===== src/rtl/sub_chunk_sequencer.sv =====
// sub_chunk_sequencer
//   Multi-cycle subtractor D = X - Y - b_in. One CHUNK-bit borrow slice is
//   reused once per cycle, LSB slice first, with the borrow carried in a
//   register between cycles. It has a valid/ready operand side and a
//   valid/ready result side.
//
//   state  | meaning
//   -------+------------------------------------------------------------
//   IDLE   | waiting for operands; in_ready high
//   RUN    | one CHUNK-bit slice per cycle, idx = 0 .. N-1
//   DONE   | result valid and held until out_ready
//
// Ports
//   clk        rising-edge clock
//   rst_n      synchronous reset, active low
//   in_valid   operand request valid
//   in_ready   operands accepted this cycle (combinational, IDLE only)
//   in_x       minuend X
//   in_y       subtrahend Y
//   in_bin     borrow-in to the LSB slice
//   out_valid  result valid
//   out_ready  consumer accepts result
//   out_d      difference D (unsigned modulo 2^WIDTH)
//   out_bout   borrow-out of the MSB slice (1 => X < Y + b_in)
//   busy       high whenever the FSM is not in IDLE
module sub_chunk_sequencer #(
    parameter int WIDTH = 32,
    parameter int CHUNK = 4
) (
    input  logic             clk,
    input  logic             rst_n,
    input  logic             in_valid,
    output logic             in_ready,
    input  logic [WIDTH-1:0] in_x,
    input  logic [WIDTH-1:0] in_y,
    input  logic             in_bin,
    output logic             out_valid,
    input  logic             out_ready,
    output logic [WIDTH-1:0] out_d,
    output logic             out_bout,
    output logic             busy
);

    localparam int N    = WIDTH / CHUNK;
    localparam int IDXW = (N > 1) ? $clog2(N) : 1;

    localparam logic [IDXW-1:0] IDX_LAST = IDXW'(N - 1);

    localparam logic [1:0] S_IDLE = 2'd0;
    localparam logic [1:0] S_RUN  = 2'd1;
    localparam logic [1:0] S_DONE = 2'd2;

    generate
        if ((WIDTH % CHUNK) != 0) begin : g_bad_width
            $error("sub_chunk_sequencer: WIDTH must be a multiple of CHUNK");
        end
    endgenerate

    logic [1:0]       state;
    logic [IDXW-1:0]  idx;
    logic             borrow;
    logic [WIDTH-1:0] x_q;
    logic [WIDTH-1:0] y_q;

    logic [CHUNK-1:0] x_slice;
    logic [CHUNK-1:0] y_slice;
    logic [CHUNK:0]   slice_diff;

    assign in_ready = rst_n & (state == S_IDLE);

    // Shared slice: the extra top bit of the (CHUNK+1)-bit difference goes
    // to 1 exactly when the slice underflows, i.e. it is the ripple borrow.
    assign x_slice    = x_q[idx*CHUNK +: CHUNK];
    assign y_slice    = y_q[idx*CHUNK +: CHUNK];
    assign slice_diff = {1'b0, x_slice} - {1'b0, y_slice} - {{CHUNK{1'b0}}, borrow};

    always_ff @(posedge clk) begin
        if (!rst_n) begin
            state     <= S_IDLE;
            idx       <= '0;
            borrow    <= 1'b0;
            x_q       <= '0;
            y_q       <= '0;
            out_valid <= 1'b0;
            out_d     <= '0;
            out_bout  <= 1'b0;
            busy      <= 1'b0;
        end else begin
            case (state)
                S_IDLE: begin
                    if (in_valid) begin
                        x_q    <= in_x;
                        y_q    <= in_y;
                        borrow <= in_bin;
                        out_d  <= '0;
                        idx    <= '0;
                        busy   <= 1'b1;
                        state  <= S_RUN;
                    end
                end
                S_RUN: begin
                    out_d[idx*CHUNK +: CHUNK] <= slice_diff[CHUNK-1:0];
                    borrow                    <= slice_diff[CHUNK];
                    idx                       <= idx + 1'b1;
                    if (idx == IDX_LAST) begin
                        out_bout  <= slice_diff[CHUNK];
                        out_valid <= 1'b1;
                        state     <= S_DONE;
                    end
                end
                S_DONE: begin
                    if (out_ready) begin
                        out_valid <= 1'b0;
                        busy      <= 1'b0;
                        state     <= S_IDLE;
                    end
                end
                default: begin
                    out_valid <= 1'b0;
                    busy      <= 1'b0;
                    state     <= S_IDLE;
                end
            endcase
        end
    end

endmodule


===== config.mk =====
export PLATFORM = sky130hd
export DESIGN_NAME = sub_chunk_sequencer
export DESIGN_NICKNAME = d
export VERILOG_FILES = /design/src/rtl/sub_chunk_sequencer.sv
export SDC_FILE = /design/constraint.sdc
export NUM_CORES = 1
export LEC_CHECK = 0
export ABC_AREA = 1
export ABC_CLOCK_PERIOD_IN_PS = 3600
export BUFFER_PORTS_ARGS = -buffer_cell sky130_fd_sc_hd__buf_2
export CORE_MARGIN = 3
export CORE_UTILIZATION = 38
export DETAILED_ROUTE_END_ITERATION = 8
export HOLD_SLACK_MARGIN = 0.06
export SYNTH_ARGS = -nofsm -noshare
export SYNTH_HDL_FRONTEND = slang
export SYNTH_SLANG_ARGS = --single-unit

===== constraint.sdc =====
create_clock -name clk -period 3.6 [get_ports clk]
set_input_delay 0.72 -clock clk [delete_from_list [all_inputs] [get_ports clk]]
set_output_delay 0.72 -clock clk [all_outputs]
set_load 0.01 [all_outputs]

==> results.txt, run 1 <==
----------------------------------------------------
[Floorplanning]
  Row cnt ... 39
  Core Footprint ... 11700 µm²
  Starting density of the core ... 0.398
  DIE HEIGHT ... 117 µm
  Horizontal die dimension ... 117 µm
  Number of ports placed on the die boundary ... 105
  Floorplan die area ... 13600 µm²

[Yosys]
  Number of instances in the synthesized netlist ... 636
  Number of distinct library cells after synthesis ... 35
  Number of synthesized flops with an enable pin ... 0
  Average instance area after synthesis ... 7.30 µm²
  Ys Warns ... 0
  Synthesized net count ... 715
  Netlist Area Pre-Place ... 4640 µm²
  Yosys reg bits ... 105
  Proportion of synthesized chip area in sequential cells ... 0.453
  Dominant register cell in the synthesized netlist ... dfxtp_1
  Asr flop ratio synth ... 0

[Worst setup path]
  Worst-path cell chain ... buf_4, o21ai_0, o221ai_1, o21ai_0, fa_1, fa_1, or2_2, nand2_1, nand2_1, nor3_1, nand3_1, a21oi_1
  Source of the worst register-to-register timing path ... idx[0]
  Setup slack on the worst flop-to-flop path ... 0.48 ns
  Type of the worst setup path ... reg -> reg
  Endpoint of the lowest-slack register-to-register path ... out_d[26]
  Largest stage delay on the critical path ... 0.48 ns
  Data required time at the worst endpoint ... 3.88 ns
  R2R depth ... 12
  Kind of start point of the critical path ... register
  Kind of end point of the critical path ... register
  Maximum fanout along the worst path ... 17
  Buffer and inverter count on the worst path ... 1
  Library cell contributing the largest single delay on the critical path ... fa_1
  WP data arrival ... 3.41 ns
  Cell family with most CP delay ... adder cells

[Pwr]
  Logic pwr share ... 0.186
  P_sw ... 807 µW
  Worst vdd rail ir drop ... 0.230 mV
  Clock power frac ... 0.343
  Power Density ... 491 nW/µm²
  Cell internal power dissipation ... 1900 µW
  Power share of the sequential group ... 0.471
  Leakage power ... 0.00235 µW
  Switching portion of total power ... 0.298

[Clock tree]
  Post-CTS Repair Setup Buffers ... 0
  Hold-fix buffer count after cts ... 0
  Clock transition at path regs ... 0.07 ns
  Clock tree from TritonCTS ... done
  Num CTS Buffers ... 9
  Htree depth ... 3
  Clock latency at the later pin of the worst-skew pair ... 0.35 ns
  CTS Root Buffer Type ... clkbuf_16
  Clock tree sinks ... 105
  Clock tree buffer depth ... 2
  Resized Gates After CTS ... 0

[Drt]
  Total wirelength of the detailed-routed design ... 12100 µm
  Mean number of vias per cell ... 5.00
  Remaining antenna violation count after routing ... 0
  Remaining DRCs ... 0
  Detailed Routing Iterations Pass 1 ... 5
  First-iteration detailed-routing DRC count ... 298
  Mean routed wirelength per cell ... 14.0 µm
  Total number of vias ... 4348

[Layout]
  Fraction of layout instances using a drive strength above 1 ... 0.210
  Post-layout nets ... 801
  Inserted Diodes ... 0
  Layout Area Growth over Synthesis ... 19.0%

[Timing]
  Smallest hold slack ... 0.447 ns
  Total setup violations reported at the end of the flow ... 0
  Final setup margin ... 0.475 ns
  Unrepaired setup endpoints after global routing ... no
  Setup TNS ... 0 ns
  Clock skew ... 0.00616 ns
  Pin slew with the least headroom to its limit ... 0.787 ns
  Crit path time final ... 3.12 ns
  Max Slew Vio Count ... 0
  Relative slew slack ... 0.475
  Share of the clock period used by the worst path ... 0.868
  Peak Freq ... 320 MHz
  Hold Fails Final Rpt ... 0

[Placed design]
  I/O Buffers ... 104
  Placed wire-length estimate after detailed placement ... 9080 µm
  RePlAce Congestion ... 0.852
  Pre-CTS worst setup slack ... 0.526 ns

[Global routing]
  Global-route wire length before repair ... 20200 µm
  Number of antenna violations at the first check in global routing ... 0
  Largest net degree at the start of global routing ... 66
  GR Overflow Total ... 0
  GRT Overall Usage ... 0.186
  Via count of the first global-routing pass ... 4184

[Worst hold path]
  Hold path startpoint ... out_valid
  Hold EP ... out_valid
  Class of the worst hold path ... reg -> reg
  Instance count along the most critical hold path ... 2

[Outcome]
  Result of the run ... complete, no violations

[Job]
  Max-cap violations ... 0

----------------------------------------------------
## state kept, by name, indices dropped and copies added, names as in the netlist, 2 cells and up
name	cells
idx	3
out_d	32
state	2
x_q	32
y_q	32
## cell families after synthesis
group	Yosys count	share of synthesized area
flip-flops	105	0.453
XOR/XNOR	1	0.00189
AO/OA/AOI/OAI	154	0.175
AND/OR/NAND/NOR	303	0.281
adder cells (fa/ha/maj)	10	0.0302
buffers and inverters	63	0.0588
## layout make-up
class	instances	area, µm²
clock buffer	11	243
clock inverter	5	41.3
fill	1196	6140
inverter	24	95.1
multi-input combinational	468	2270
sequential	105	2100
tap	143	179
timing repair buffer	114	596
## layout by cell type (no fill, tap or decap), types with 2 or more instances in the layout
master / instances
a21oi_1: 39
a31oi_1: 6
buf_2: 104
buf_4: 10
clkbuf_16: 9
clkinv_1: 2
clkinv_4: 3
clkinvlp_4: 2
dfxtp_1: 105
fa_1: 2
ha_1: 8
inv_1: 15
inv_2: 5
inv_4: 2
nand2_1: 75
nand2_2: 4
nand3_1: 11
nand3b_1: 3
nand4_1: 10
nor2_1: 180
nor2_2: 2
nor2_4: 2
nor3_1: 8
nor3_4: 3
o21ai_0: 96
o221ai_1: 4
o22ai_1: 7
## per-stage QoR
stage	instance area, µm²	total power [µW]	util	cells
CTS	5520	2740	0.473	870
global placement	5240	1800	0.449	854
global route	5520	2880	0.473	870
detailed placement	5240	1810	0.449	854
finish	5520	2710	0.473	870
floorplan	4640	1660	-	636
## per-layer routing
metal,global-route usage,part of all wire
met5,0,0
met1,0.259,0.48
met4,0.0580,0.014
met2,0.293,0.44
met3,0.0358,0.063
## worst register-to-register path, delay by kind of cell (launching register included)
family	cells	cell delay [ns]
AND/OR/NAND/NOR	5	0.89
adder cells (fa/ha/maj)	2	0.90
flip-flops	1	0.42
AO/OA/AOI/OAI	4	0.63
buffers and inverters	1	0.24
## cells in the mapped netlist, types with 6 or more instances
master,number,share of area
nor2_1,180,0.15
ha_1,8,0.022
nand2_1,75,0.061
nand4_1,10,0.013
o22ai_1,7,0.0094
inv_1,16,0.013
nand3_1,11,0.012
o21ai_0,96,0.10
a21oi_1,39,0.042
clkbuf_1,23,0.019
a31oi_1,6,0.0081
dfxtp_1,105,0.45
buf_2,10,0.011
nor3_1,8,0.0086
## power groups by stage
| stage | logic, µW | registers [µW] | clock network (µW) |
|---|---|---|---|
| 2_1_floorplan | 376 | 1290 | 0 |
| 3_3_place_gp | 498 | 1310 | 0 |
| 3_5_place_dp | 509 | 1300 | 0 |
| 4_1_cts | 510 | 1280 | 953 |
| 5_1_grt | 589 | 1290 | 1000 |
| 6_report | 504 | 1280 | 929 |
## worst max path at each step
stage | start | endpoint | slack, ns | depth (start not counted)
after detailed placement | idx[0] | out_d[26] | 0.53 | 12
after CTS | idx[0] | out_d[26] | 0.49 | 12
final | idx[0] | out_d[26] | 0.48 | 12
after global routing | idx[0] | out_d[26] | 0.16 | 12
after floorplan | idx[0] | out_d[26] | 0.61 | 14
after global placement | idx[0] | out_d[22] | 0.62 | 12
No activity file was read; power rests on OpenSTA's default activity.
==> inputs of run 2 (changes only) <==
--- a/config.mk
+++ b/config.mk
@@ -12,6 +12,7 @@
 export CORE_UTILIZATION = 38
 export DETAILED_ROUTE_END_ITERATION = 8
 export HOLD_SLACK_MARGIN = 0.06
+export PLACE_DENSITY = 0.57
 export SYNTH_ARGS = -nofsm -noshare
 export SYNTH_HDL_FRONTEND = slang
 export SYNTH_SLANG_ARGS = --single-unit
==> run 2 against run 1 <==
Non-clock buffer count decreased by 2; routed wire length about the same; largest power group unchanged; clock power increased by 4.8%; critical endpoint is now out_d[30]; total power increased by 1.8%; hold slack improved by 0.0055 ns; worst setup slack improved by 0.028 ns; fmax increased by 0.91%; sequential share of layout area about the same.
==> results.txt, run 2 (same netlist as run 1, synthesis figures left out) <==
----------------------------------------------------
[Outcome]
  Result of the run ... complete, no violations

[Layout]
  Inserted Diodes ... 0
  Most common cell after layout, fill and taps aside ... nor2_1
  Seq. cell area ... 2100 µm²
  Area occupied by multi-input gates ... 2270 µm²
  Layout Area Growth over Synthesis ... 19.1%
  Most used cells in the layout excluding fill and tap cells ... nor2_1, dfxtp_1, buf_2
  FILL cells ... 1177
  Fraction of layout instances using a drive strength above 1 ... 0.211
  Top flop regs ... out_d: 32 flops, x_q: 32 flops, y_q: 32 flops
  Post-layout nets ... 799
  Utilization after layout ... 0.474

[Worst hold path]
  Hold EP ... out_valid
  Instance count along the most critical hold path ... 2
  Hold path startpoint ... out_valid
  Class of the worst hold path ... reg -> reg

[Clock tree]
  Htree depth ... 3
  Clock tree sinks ... 105
  Clock tree buffer depth ... 2
  CTS Root Buffer Type ... clkbuf_16
  Clock transition at path regs ... 0.07 ns
  Num CTS Buffers ... 9
  Clock latency at the later pin of the worst-skew pair ... 0.34 ns
  Clock tree from TritonCTS ... done

[Drt]
  Remaining antenna violation count after routing ... 0
  Remaining DRCs ... 0
  Total number of vias ... 4407
  Mean number of vias per cell ... 5.08
  First-iteration detailed-routing DRC count ... 282
  Detailed Routing Iterations Pass 1 ... 5
  Mean routed wirelength per cell ... 14.0 µm
  Total wirelength of the detailed-routed design ... 12100 µm

[Worst setup path]
  Data required time at the worst endpoint ... 3.87 ns
  Largest stage delay on the critical path ... 0.50 ns
  Kind of end point of the critical path ... register
  Library cell contributing the largest single delay on the critical path ... dfxtp_2
  Kind of start point of the critical path ... register
  Type of the worst setup path ... reg -> reg
  Endpoint of the lowest-slack register-to-register path ... out_d[30]
  Setup slack on the worst flop-to-flop path ... 0.50 ns
  Dominant cell type by count on the critical path ... nand2_1
  R2R depth ... 13
  WP data arrival ... 3.37 ns
  Worst-path cell chain ... inv_6, o21ai_0, o22ai_1, nor2_1, a31oi_1, fa_1, fa_1, or2_2, nand2_1, nand2_1, nor2_1, nand2_1, a21oi_1
  Maximum fanout along the worst path ... 40
  Source of the worst register-to-register timing path ... idx[0]

[Floorplanning]
  Number of ports placed on the die boundary ... 105
  Horizontal die dimension ... 117 µm
  Starting density of the core ... 0.398
  DIE HEIGHT ... 117 µm
  Core Footprint ... 11700 µm²
  Row cnt ... 39
  Floorplan die area ... 13600 µm²

[Pwr]
  Total power consumption of the routed design ... 2760 µW
  Power Density ... 499 nW/µm²
  Leakage power ... 0.00235 µW
  Worst vdd rail ir drop ... 0.256 mV

[Timing]
  Crit path time final ... 3.10 ns
  Max Slew Vio Count ... 0
  Smallest hold slack ... 0.452 ns
  Total setup violations reported at the end of the flow ... 0
  Clock skew ... 0.00492 ns
  Peak Freq ... 323 MHz
  Pin slew with the least headroom to its limit ... 0.667 ns
  Share of the clock period used by the worst path ... 0.860
  Hold Fails Final Rpt ... 0
  Relative slew slack ... 0.552
  Setup TNS ... 0 ns
  Unrepaired setup endpoints after global routing ... no

[Global routing]
  Number of antenna violations at the first check in global routing ... 0
  Global-route wire length before repair ... 20000 µm
  Via count of the first global-routing pass ... 4104
  GRT Overall Usage ... 0.185
  Largest net degree at the start of global routing ... 66
  GR Overflow Total ... 0

[Placed design]
  Placed wire-length estimate after detailed placement ... 8890 µm
  I/O Buffers ... 104
  RePlAce Congestion ... 0.820

[Job]
  Max-cap violations ... 0

----------------------------------------------------
-- run 2: layer usage --
metal	part of all wire	global-route usage	vias to the layer above
met2	0.45	0.289	125
li1	-	-	2268
met3	0.052	0.0394	20
met1	0.48	0.257	1994
met5	0	0	-
met4	0.017	0.0580	0
-- run 2: worst max-delay path by stage --
stage	slack, ns	startpoint	end
after floorplan	0.61	idx[0]	out_d[26]
after detailed placement	0.31	idx[0]	out_d[22]
after CTS	0.29	idx[0]	out_d[30]
after global placement	0.42	idx[0]	out_d[30]
after global routing	0.12	idx[0]	out_d[14]
final	0.50	idx[0]	out_d[30]
-- run 2: power breakdown --
group | internal (µW) | leakage (µW) | switching, µW
logic | 177 | 0.00135 | 327
clock network | 556 | 0.000142 | 418
registers | 1230 | 0.000862 | 47.4
-- run 2: critical path: cells and delay by family, from the launching register on --
kind | cells | cell delay (ns)
fa+ha+maj | 2 | 0.86
flops | 1 | 0.50
simple gates | 6 | 1.00
compound gates | 4 | 0.51
buf+inv | 1 | 0.17
-- run 2: stage by stage --
| step | worst slack, ns | cell area, µm² | std cells |
|---|---|---|---|
| final | 0.503 | 5530 | 868 |
| after global routing | 0.124 | 5530 | 868 |
| after CTS | 0.289 | 5520 | 868 |
| after detailed placement | 0.313 | 5220 | 852 |
| after global placement | 0.418 | 5220 | 852 |
| after floorplan | 0.615 | 4640 | 636 |
-- run 2: final cells by class --
type | count | share of cell area
clock buffer | 11 | 0.0439
timing repair buffer | 112 | 0.105
tap | 143 | 0.0324
inverter | 24 | 0.0183
sequential | 105 | 0.380
clock inverter | 5 | 0.00996
multi-input combinational | 468 | 0.410
-- run 2: timing repair --
| item | 4_1_cts | 5_1_grt |
|---|---|---|
| endpoints found under the setup margin | 0 | 6 |
| endpoints found under the hold margin | 0 | 0 |
| resized for setup | 0 | 3 |
| buffers inserted | 0 | 0 |
| hold buffers | 0 | 0 |
==> inputs of run 3 (changes only) <==
--- a/config.mk
+++ b/config.mk
@@ -8,11 +8,13 @@
 export ABC_AREA = 1
 export ABC_CLOCK_PERIOD_IN_PS = 3600
 export BUFFER_PORTS_ARGS = -buffer_cell sky130_fd_sc_hd__buf_2
+export CELL_PAD_IN_SITES_DETAIL_PLACEMENT = 1
+export CELL_PAD_IN_SITES_GLOBAL_PLACEMENT = 1
 export CORE_MARGIN = 3
 export CORE_UTILIZATION = 38
 export DETAILED_ROUTE_END_ITERATION = 8
 export HOLD_SLACK_MARGIN = 0.06
-export PLACE_DENSITY = 0.57
+export PLACE_DENSITY = 0.76
 export SYNTH_ARGS = -nofsm -noshare
 export SYNTH_HDL_FRONTEND = slang
 export SYNTH_SLANG_ARGS = --single-unit
==> run 3 against run 2 <==
Global-route usage rose by 2.4 points; core utilization is 0.55 points higher; hold slack got worse by 0.00084 ns; clock skew grew 0.0015 ns; highest routed layer unchanged.
==> results.txt, run 3 (same netlist as run 1, synthesis figures left out) <==
----------------------------------------------------
[Timing]
  Relative slew slack ... 0.454
  Share of the clock period used by the worst path ... 0.919
  Total setup violations reported at the end of the flow ... 0
  Unrepaired setup endpoints after global routing ... no
  Peak Freq ... 302 MHz
  Pin slew with the least headroom to its limit ... 0.813 ns
  Crit path time final ... 3.31 ns
  Hold Fails Final Rpt ... 0
  Max Slew Vio Count ... 0
  Clock skew ... 0.00646 ns
  Smallest hold slack ... 0.451 ns
  Setup TNS ... 0 ns

[Global routing]
  Met1 Track Usage GR ... 0.288
  Via count of the first global-routing pass ... 4511
  Number of antenna violations at the first check in global routing ... 0
  GRT Overall Usage ... 0.209
  Global-route wire length before repair ... 22600 µm
  Met2 track demand over resource ... 0.345
  Most used routing layer in global routing ... met2
  Global Route met3 Usage ... 0.0347
  GR Overflow Total ... 0
  Largest net degree at the start of global routing ... 66

[Worst setup path]
  Source of the worst register-to-register timing path ... idx[0]
  WP data arrival ... 3.59 ns
  Type of the worst setup path ... reg -> reg
  First element of the critical path ... idx[0]
  Setup slack on the worst flop-to-flop path ... 0.29 ns
  End point of the critical path ... out_d[6]
  Library cell contributing the largest single delay on the critical path ... dfxtp_1
  Data required time at the worst endpoint ... 3.88 ns
  Cell family with most CP delay ... simple AND/OR/NAND/NOR gates
  Largest stage delay on the critical path ... 0.48 ns
  Buffer and inverter count on the worst path ... 1
  Worst-path cell chain ... buf_4, o21ai_0, o221ai_1, o21ai_0, fa_1, fa_1, or2_2, nand2_1, nand2_1, nor2_1, nand2_1, a21oi_1
  Endpoint of the lowest-slack register-to-register path ... out_d[6]
  Kind of end point of the critical path ... register
  Depth of the critical timing path with buffers and inverters included ... 12
  Dominant cell type by count on the critical path ... nand2_1
  Maximum fanout along the worst path ... 12
  Kind of start point of the critical path ... register
  R2R depth ... 12

[Layout]
  Area occupied by multi-input gates ... 2270 µm²
  Most used cells in the layout excluding fill and tap cells ... nor2_1, dfxtp_1, buf_2
  Layout Area Growth over Synthesis ... 20.5%
  Seq. cell area ... 2100 µm²
  Post-layout nets ... 800
  FILL cells ... 1511
  Fraction of layout instances using a drive strength above 1 ... 0.215
  Inserted Diodes ... 0
  Most common cell after layout, fill and taps aside ... nor2_1
  Non-filler cells in the finished layout ... 869
  Top flop regs ... out_d: 32 flops, x_q: 32 flops, y_q: 32 flops

[Pwr]
  Leakage power ... 0.00238 µW
  Clock power frac ... 0.387
  Worst vdd rail ir drop ... 0.334 mV
  Switching portion of total power ... 0.283
  Power Density ... 527 nW/µm²
  Power share of the sequential group ... 0.437
  Logic pwr share ... 0.177
  Cell internal power dissipation ... 2110 µW
  Total power consumption of the routed design ... 2950 µW
  P_sw ... 833 µW

[Drt]
  Remaining DRCs ... 0
  Mean number of vias per cell ... 5.15
  Remaining antenna violation count after routing ... 0
  First-iteration detailed-routing DRC count ... 240
  Total number of vias ... 4473
  Detailed Routing Iterations Pass 1 ... 4
  Total wirelength of the detailed-routed design ... 13900 µm
  Mean routed wirelength per cell ... 16.0 µm

[Job]
  Max-cap violations ... 0

[Clock tree]
  Clock latency at the later pin of the worst-skew pair ... 0.35 ns
  Clock transition at path regs ... 0.07 ns
  CTS Root Buffer Type ... clkbuf_16
  Hold-fix buffer count after cts ... 0
  Clock tree buffer depth ... 2
  Clock tree from TritonCTS ... done
  Post-CTS Repair Setup Buffers ... 0
  Num CTS Buffers ... 9
  Htree depth ... 3
  Clock tree sinks ... 105
  Resized Gates After CTS ... 0

[Placed design]
  I/O Buffers ... 104
  RePlAce Congestion ... 0.864
  Instance count after placement with tap cells included ... 853
  Placed wire-length estimate after detailed placement ... 10100 µm

[Worst hold path]
  Hold path startpoint ... out_valid
  Class of the worst hold path ... reg -> reg

[Outcome]
  Result of the run ... complete, no violations

[Floorplanning]
  Floorplan die area ... 13600 µm²
  Row cnt ... 39
  DIE HEIGHT ... 117 µm
  Core Footprint ... 11700 µm²
  Horizontal die dimension ... 117 µm
  Number of ports placed on the die boundary ... 105
  Starting density of the core ... 0.398

----------------------------------------------------
## run 3: stage by stage
step | cell area (µm²) | setup WS [ns] | utilization
after global placement | 5230 | 0.388 | 0.449
after CTS | 5590 | 0.164 | 0.479
after global routing | 5590 | 0.0489 | 0.479
final | 5590 | 0.291 | 0.479
after detailed placement | 5230 | 0.238 | 0.449
after floorplan | 4640 | 0.615 | -
## run 3: final cells by class
type	instances	area share
clock buffer	10	0.0427
clock inverter	6	0.0206
inverter	24	0.0177
multi-input combinational	468	0.406
sequential	105	0.376
tap	143	0.0320
timing repair buffer	113	0.105
## run 3: worst min-delay path by stage
stage / cells after the start / end / slack, ns
final: 2 / out_valid / 0.45
after floorplan: 2 / x_q[10] / 0.45
after global routing: 2 / out_d[2] / 0.48
after CTS: 2 / out_valid / 0.45
after global placement: 2 / out_valid / 0.44
after detailed placement: 2 / out_valid / 0.44
## run 3: power by group through the flow
stage                     registers [µW]  clock network [µW]  logic, µW
after detailed placement            1310                   0        515
after CTS                           1290                1170        525
after global routing                1290                1210        594
final                               1290                1140        521
after floorplan                     1290                   0        376
after global placement              1310                   0        492
## run 3: metal layers
layer  part of all wire  vias to the layer above
met4              0.012                        0
met5                  0                        -
met2               0.47                      105
met3              0.048                       14
li1                   -                     2269
met1               0.47                     2085
## run 3: tightest hold or removal path, cell delays in order (launching register included)
cell and delay, ns:
dfxtp_1 0.31, inv_1 0.05, a21oi_1 0.05
